File: src/rtl/ahb_pkg.sv
// Shared AHB-Lite encodings and the default-slave state type.
// Included by ahb_error_slave and ahb_err_log.
package ahb_pkg;

    typedef enum logic [1:0] {
        HTRANS_IDLE   = 2'b00,
        HTRANS_BUSY   = 2'b01,
        HTRANS_NONSEQ = 2'b10,
        HTRANS_SEQ    = 2'b11
    } htrans_t;

    localparam logic HRESP_OKAY  = 1'b0;
    localparam logic HRESP_ERROR = 1'b1;

    typedef enum logic [1:0] {
        ST_IDLE,
        ST_WAIT,
        ST_ERR1,
        ST_ERR2
    } errslv_state_t;

endpackage

File: src/rtl/ahb_err_log.sv
// Error log for the default slave: captures the last faulting address phase,
// keeps a saturating error count and produces a one-cycle interrupt pulse.
module ahb_err_log
    import ahb_pkg::*;
#(
    parameter int ADDR_W  = 32,
    parameter int COUNT_W = 8
) (
    input  logic               HCLK,
    input  logic               HRESET,
    input  logic               capture_i,
    input  logic               clear_i,
    input  logic               irqSet_i,
    input  logic [ADDR_W-1:0]  addr_i,
    input  logic               write_i,
    input  logic [2:0]         size_i,
    output logic [ADDR_W-1:0]  errAddr_o,
    output logic               errWrite_o,
    output logic [2:0]         errSize_o,
    output logic [COUNT_W-1:0] errCount_o,
    output logic               errIrq_o
);

    logic [ADDR_W-1:0]  addr_q,  addr_d;
    logic               write_q, write_d;
    logic [2:0]         size_q,  size_d;
    logic [COUNT_W-1:0] count_q, count_d;
    logic               irq_q;

    // A capture wins over a clear so the new fault is never lost; the clear
    // then only restarts the count from this transfer.
    always_comb begin
        addr_d  = addr_q;
        write_d = write_q;
        size_d  = size_q;
        count_d = count_q;
        if (capture_i) begin
            addr_d  = addr_i;
            write_d = write_i;
            size_d  = size_i;
            if (clear_i) begin
                count_d = COUNT_W'(1);
            end else if (count_q != '1) begin
                count_d = count_q + COUNT_W'(1);
            end
        end else if (clear_i) begin
            addr_d  = '0;
            write_d = 1'b0;
            size_d  = '0;
            count_d = '0;
        end
    end

    always_ff @(posedge HCLK or negedge HRESET) begin
        if (!HRESET) begin
            addr_q  <= '0;
            write_q <= 1'b0;
            size_q  <= '0;
            count_q <= '0;
            irq_q   <= 1'b0;
        end else begin
            addr_q  <= addr_d;
            write_q <= write_d;
            size_q  <= size_d;
            count_q <= count_d;
            irq_q   <= irqSet_i;
        end
    end

    assign errAddr_o  = addr_q;
    assign errWrite_o = write_q;
    assign errSize_o  = size_q;
    assign errCount_o = count_q;
    assign errIrq_o   = irq_q;

endmodule

File: src/rtl/ahb_error_slave.sv
// AHB-Lite default slave: zero-wait OKAY for IDLE/BUSY, two-cycle ERROR after
// WAIT_STATES wait cycles for NONSEQ/SEQ. Error log built only with ERROR_SLAVE_LOG_EN.
module ahb_error_slave
    import ahb_pkg::*;
#(
    parameter int                DATA_W        = 64,
    parameter int                ADDR_W        = 32,
    parameter int                WAIT_STATES   = 0,
    parameter logic [63:0]       RDATA_PATTERN = 64'hABCDEF1234567890,
    parameter int                COUNT_W       = 8
) (
    input  logic               HCLK,
    input  logic               HRESET,
    input  logic               HSEL,
    input  logic               HREADY,
    input  logic [1:0]         HTRANS,
    input  logic               HWRITE,
    input  logic [2:0]         HSIZE,
    input  logic [ADDR_W-1:0]  HADDR,
    input  logic [DATA_W-1:0]  HWDATA,
    output logic               HREADYOUT,
    output logic               HRESP,
    output logic [DATA_W-1:0]  HRDATA,
    input  logic               log_clr,
    output logic [ADDR_W-1:0]  err_addr,
    output logic               err_write,
    output logic [2:0]         err_size,
    output logic [COUNT_W-1:0] err_count,
    output logic               err_irq
);

    localparam logic [3:0] WAIT_LOAD = (WAIT_STATES == 0) ? 4'd0 : 4'(WAIT_STATES - 1);

    errslv_state_t state_q, state_d;
    logic [3:0]    waitCnt_q, waitCnt_d;
    logic          accept;

    // Only the HTRANS MSB matters: NONSEQ and SEQ are both faulted.
    assign accept = HSEL & HREADY & HTRANS[1];

    // IDLE and ERR2 are the only states where HREADY can be high, so they
    // are the only states that look at a new address phase.
    always_comb begin
        state_d   = state_q;
        waitCnt_d = waitCnt_q;
        unique case (state_q)
            ST_IDLE, ST_ERR2: begin
                if (accept) begin
                    if (WAIT_STATES == 0) begin
                        state_d = ST_ERR1;
                    end else begin
                        state_d   = ST_WAIT;
                        waitCnt_d = WAIT_LOAD;
                    end
                end else begin
                    state_d = ST_IDLE;
                end
            end
            ST_WAIT: begin
                if (waitCnt_q == 4'd0) begin
                    state_d = ST_ERR1;
                end else begin
                    waitCnt_d = waitCnt_q - 4'd1;
                end
            end
            ST_ERR1: state_d = ST_ERR2;
            default: state_d = ST_IDLE;
        endcase
    end

    always_ff @(posedge HCLK or negedge HRESET) begin
        if (!HRESET) begin
            state_q   <= ST_IDLE;
            waitCnt_q <= 4'd0;
        end else begin
            state_q   <= state_d;
            waitCnt_q <= waitCnt_d;
        end
    end

    assign HREADYOUT = (state_q == ST_IDLE) || (state_q == ST_ERR2);
    assign HRESP     = ((state_q == ST_ERR1) || (state_q == ST_ERR2)) ? HRESP_ERROR : HRESP_OKAY;
    assign HRDATA    = RDATA_PATTERN[DATA_W-1:0];

`ifdef ERROR_SLAVE_LOG_EN
    logic logCapture;
    logic unusedInputs;

    assign logCapture   = accept & HREADYOUT;
    assign unusedInputs = ^{HWDATA, HTRANS[0]};

    ahb_err_log #(
        .ADDR_W  (ADDR_W),
        .COUNT_W (COUNT_W)
    ) u_log (
        .HCLK       (HCLK),
        .HRESET     (HRESET),
        .capture_i  (logCapture),
        .clear_i    (log_clr),
        .irqSet_i   (state_d == ST_ERR1),
        .addr_i     (HADDR),
        .write_i    (HWRITE),
        .size_i     (HSIZE),
        .errAddr_o  (err_addr),
        .errWrite_o (err_write),
        .errSize_o  (err_size),
        .errCount_o (err_count),
        .errIrq_o   (err_irq)
    );
`else
    logic unusedInputs;

    assign unusedInputs = ^{HWDATA, HTRANS[0], HADDR, HWRITE, HSIZE, log_clr};
    assign err_addr     = '0;
    assign err_write    = 1'b0;
    assign err_size     = '0;
    assign err_count    = '0;
    assign err_irq      = 1'b0;
`endif

endmodule
File: config.mk
export PLATFORM = sky130hd
export DESIGN_NAME = ahb_error_slave
export DESIGN_NICKNAME = d
export VERILOG_FILES = /design/src/rtl/ahb_pkg.sv /design/src/rtl/ahb_err_log.sv /design/src/rtl/ahb_error_slave.sv
export SDC_FILE = /design/constraint.sdc
export NUM_CORES = 1
export LEC_CHECK = 0
export ABC_AREA = 1
export CORE_AREA = 2 2 84 86
export CTS_CLUSTER_DIAMETER = 200
export DETAILED_ROUTE_END_ITERATION = 6
export DIE_AREA = 0 0 86 88
export PLACE_DENSITY = 0.71
export RECOVER_POWER = 25
export SLEW_MARGIN = 20
export SYNTH_ARGS = -nofsm -noshare
export SYNTH_HDL_FRONTEND = slang
export SYNTH_HIERARCHICAL = 1
export SYNTH_SLANG_ARGS = --single-unit
File: constraint.sdc
create_clock -name HCLK -period 1.81 [get_ports HCLK]
set_input_delay 0.362 -clock HCLK [delete_from_list [all_inputs] [get_ports HCLK]]
set_output_delay 0.362 -clock HCLK [all_outputs]
set_load 0.005 [all_outputs]
==> Word-level counts from Yosys, hierarchy flattened <==
Index checks and enable logic that the tools add are counted.
{ "word_totals": {"wordCells": 20, "inputBits": 107, "register_bits": 6} }
{ "classes": {"bitwise_logic": 3, "reduce_logical": 6, "n_mux": 4, "addsub": 1, "n_eq_ne": 4} }
{ "ops": {"columns": ["op", "n"], "rows": [
  ["case mux 2 bit (3 select lines)", 1],
  ["equality test 2 bit, second input constant", 2],
  ["zero test 4 bit", 1],
  ["two-way mux 2 bit", 2],
  ["subtractor 4 x 1 -> 4 bit, second input constant", 1],
  ["AND 1 bit", 2],
  ["equality test 2 x 1 -> 1 bit, second input constant", 1],
  ["zero test 2 bit", 1],
  ["logical OR 1 bit", 2],
  ["!= test 2 bit, second input constant", 1],
  ["AND reduction 2 bit", 1],
  ["OR reduction 2 bit", 1],
  ["two-way mux 1 bit", 1],
  ["inverter 1 bit", 1]
]} }

==> Logic depth before layout (Yosys ltp) <==
Gate-level depths: netlist of run 1.
{ "depth": {"depth_word": 4, "ltp_mapped": 7} }

==> Least setup slack after synthesis of run 1 <==
Ideal clock, no wire load.
{ "synth_timing": {"path_type": "register to output", "startpoint": "reg state_q[0]", "endpoint": "out HRESP", "path_slack_ns": 0.582, "path_stages_with_launch": 4, "arrival_ns": 0.866, "n_path_buf": 0, "path_cell_list": "dfrtp_1 -> inv_1 -> ha_1 -> or2_2"} }
{ "synth_via": {"elab_chain_cells": 3, "elab_cells_between_ends": 4, "classes_between": "eq/ne (2); mux (1); reduce/logical (1)"} }
{ "synth_lines": {"columns": ["element", "line_no", "source"], "rows": [
  ["start, declared", "ahb_error_slave.sv:34", "errslv_state_t state_q, state_d;"],
  ["start signal, assigned", "ahb_error_slave.sv:76", "state_q <= state_d;"],
  ["equality test 2 bit", "ahb_error_slave.sv:82", "assign HRESP = ((state_q == ST_ERR1) || (state_q == ST_ERR2)) ? HRESP_ERROR : HRESP_OKAY;"],
  ["logical OR 1 bit (*)", "ahb_error_slave.sv:82", null],
  ["two-way mux 1 bit (*)", "ahb_error_slave.sv:82", null],
  ["end, declared", "ahb_error_slave.sv:22", "output logic HRESP,"]
]} }
Mark *: on every way between the ends. The rest lies on a longest branch, timed or not.

==> Worst setup path in the final report of run 1 <==
Same ends and word-level chain as after synthesis.

==> results.sh, run 1 <==
export IMPL_dp_hpwl_um=1040
export IMPL_final_setup_tns_ns=0
export IMPL_max_freq_mhz=587
export IMPL_grt_pass1_wl_um=1480
export IMPL_clkTransAtPathRegs_ns=0.04
export IMPL_fill_cells=756
export IMPL_initial_utilization_pct=17.8
export IMPL_power_switching_uw=222
export IMPL_fp_dieH_um=88
export IMPL_ys_seq_elements=6
export IMPL_stdcell_count=242
export IMPL_final_antenna_net_count=0
export IMPL_critPathMaxFanout=3
export IMPL_drive_gt1_share_pct=7.41
export IMPL_clock_sinks=6
export IMPL_crit_required_ns=1.45
export IMPL_comb_power_share_pct=40.9
export IMPL_power_density_nw_per_um2=657
export IMPL_wirelength_um=1160
export IMPL_finalCriticalPeriod_ns=1.70
export IMPL_p_seq_share_pct=28.0
export IMPL_vias=582
export IMPL_status="finished, final reports clean"
export IMPL_hp_class="input pin to async pin"
export IMPL_ys_warn_count=6
export IMPL_core_um2=6640
export IMPL_drtPass1Iterations=2
export IMPL_critPathKind="register to output pin"
export IMPL_drc=0
export IMPL_pre_cts_slack_ns=0.0919
export IMPL_die_area_um2=7570
export IMPL_antenna_found_initial=0
export IMPL_ir_drop_mv=0.450
export IMPL_setup_viol=0
export IMPL_wl_per_cell_um=4.79
export IMPL_maxCapViolCount=0
export IMPL_dpl_cell_count=238
export IMPL_final_util_pct=14.6
export IMPL_synth_area_leaders="buf_4, dfrtp_1, nand2_1, ha_1, o21ai_1"
export IMPL_viasPerCell=2.40
export IMPL_grt_pass1_vias=398
export IMPL_die_w_um=86
export IMPL_crit_path_start_kind="register"
export IMPL_switching_share_pct=34.9
export IMPL_syn2layout_area_growth_pct=-17.7
export IMPL_layout_commonest_cell="conb_1"
export IMPL_yosysTopAreaCellShare_pct=69.4
export IMPL_antennaDiodeCount=0
export IMPL_ios=218
export IMPL_h_tree_depth=1
export IMPL_intPower_uw=415
export IMPL_power_leakage_uw=0.000632
export IMPL_final_area_um2=971
export IMPL_arrival_ns=1.34
export IMPL_grtUsageTotal_pct=2.51
export IMPL_placedInstanceArea_um2=923
export IMPL_rows=30
export IMPL_finalCritPeriodShare_pct=94.1
export IMPL_power_share_clock_pct=31.1
export IMPL_ctsRootBufferMaster="clkbuf_8"
export IMPL_grt_ovfl_total=0
export IMPL_yosysUniqueCellTypes=15
export IMPL_mostFrequentLayoutCells="conb_1, nand2_1, dfrtp_1"
export IMPL_synthesis_area_um2=1180
export IMPL_crit_chain="inv_1 > ha_1 > or2_2 > clkdlybuf4s15_1"
export IMPL_clock_latency_ns=0.22
export IMPL_rr_startpoint="waitCnt_q[0]"
export IMPL_syn_inst=154
export IMPL_cp_slowest_stage_delay_ns=0.37
export IMPL_cts_buffer_depth=2
export IMPL_finalNetCount=275
export IMPL_endpoint_kind="output pin"
export IMPL_critPathLaunch="state_q[0]"
export IMPL_port_buffers=6
export IMPL_setup_slack_ns=0.107
export IMPL_rsz0062_at_grt="no"
export IMPL_finalMaxSlewViolations=0
export IMPL_yosys_area_top_type="buf_4"
export IMPL_hold_viol=0
export IMPL_ys_seq_area_share_pct=12.7
export IMPL_grt_max_degree=11
export IMPL_place_gp_congestion=0.632
export IMPL_drt_iter0_drc=10
export IMPL_cts_buffers=3
export IMPL_worst_clock_skew_ns=0.00334
export IMPL_rrSetupSlack_ns=0.61
export IMPL_cts_tree="built"
export IMPL_critPathSlowestCell="dfrtp_1"
export IMPL_synth_area_per_cell_um2=7.66
metal layers:
layer | share of wire (%) | GRT usage (%) | wire [um] | up-vias
li1 | - | - | - | 262
met1 | 23 | 1.80 | 266 | 243
met2 | 54 | 5.36 | 624 | 77
met3 | 23 | 0.754 | 268 | 0
met4 | 0 | 1.73 | 0 | 0
met5 | 0 | 0 | 0 | -
cell usage after synthesis:
cell,n
nand2_1,15
nand3_2,1
nand2_4,1
ha_1,4
or2_2,1
buf_4,109
conb_1,2
nand3_1,2
nand2_2,1
inv_1,4
o21ai_2,1
nor2_1,1
o21ai_1,3
dfrtp_1,6
inv_2,3
layout make-up:
| cell class | count | area, um2 | share of cell area, % |
|---|---|---|---|
| Multi-Input combinational cell | 139 | 587 | 60.4 |
| Inverter | 7 | 26.3 | 2.71 |
| Clock buffer | 3 | 41.3 | 4.25 |
| Tap cell | 80 | 100 | 10.3 |
| Sequential cell | 6 | 150 | 15.5 |
| Timing Repair Buffer | 7 | 66.3 | 6.83 |
path summary, 6_finish.rpt:
check | to | cells after the start
min | state_q[0] | 1
max reg2reg | waitCnt_q[0] | 7
min in group HCLK | waitCnt_q[0] | 2
max | HRESP | 4
min reg2reg | waitCnt_q[0] | 2
max in group asynchronous | waitCnt_q[1] | 1
worst max-delay path: cells and delay by family, from the launching register on:
| family | cells | cell delay (ns) |
|---|---|---|
| adders and majority gates | 1 | 0.20 |
| buffers and inverters | 2 | 0.28 |
| and+or+nand+nor | 1 | 0.27 |
| DFF | 1 | 0.37 |
power by group through the flow:
stage	Clock (uW)	Combinational (uW)	Sequential (uW)
2_1_floorplan	0	333	174
3_3_place_gp	0	260	177
3_5_place_dp	0	266	181
4_1_cts	208	254	179
5_1_grt	219	314	181
6_report	198	261	179
cell families (layout without fill, tap and decap cells):
| kind of cell | Yosys count | count (layout) | share of synthesized area, % |
|---|---|---|---|
| buf+inv | 116 | 17 | 71.6 |
| fa+ha+maj | 4 | 4 | 4.24 |
| other cells | 2 | 109 | 0.637 |
| simple gates | 22 | 22 | 8.80 |
| compound gates | 4 | 4 | 2.01 |
| flops | 6 | 6 | 12.7 |
through the flow:
stage,power [uW],hold WS (ns)
final,638,0.462
after global routing,714,0.476
after CTS,640,0.392
after detailed placement,447,0.488
after global placement,437,0.465
after floorplan,507,0.0664
what timing repair did:
item	CTS	global route
buffers inserted	1	0
endpoints found under the setup margin	2	1
resized for setup	2	1
hold buffers	0	0
state kept, by name (all words and copies together) (netlist names):
signal,count
waitCnt_q,4
state_q,2
(Power assumes the default switching activity.)
==> run 2, diff against run 1 <==
- CAP_MARGIN: default -> 10
- SLEW_MARGIN: 20 -> 40
==> results of run 2 <==
No change in the layout: final DEF, timing and power equal those of run 1.
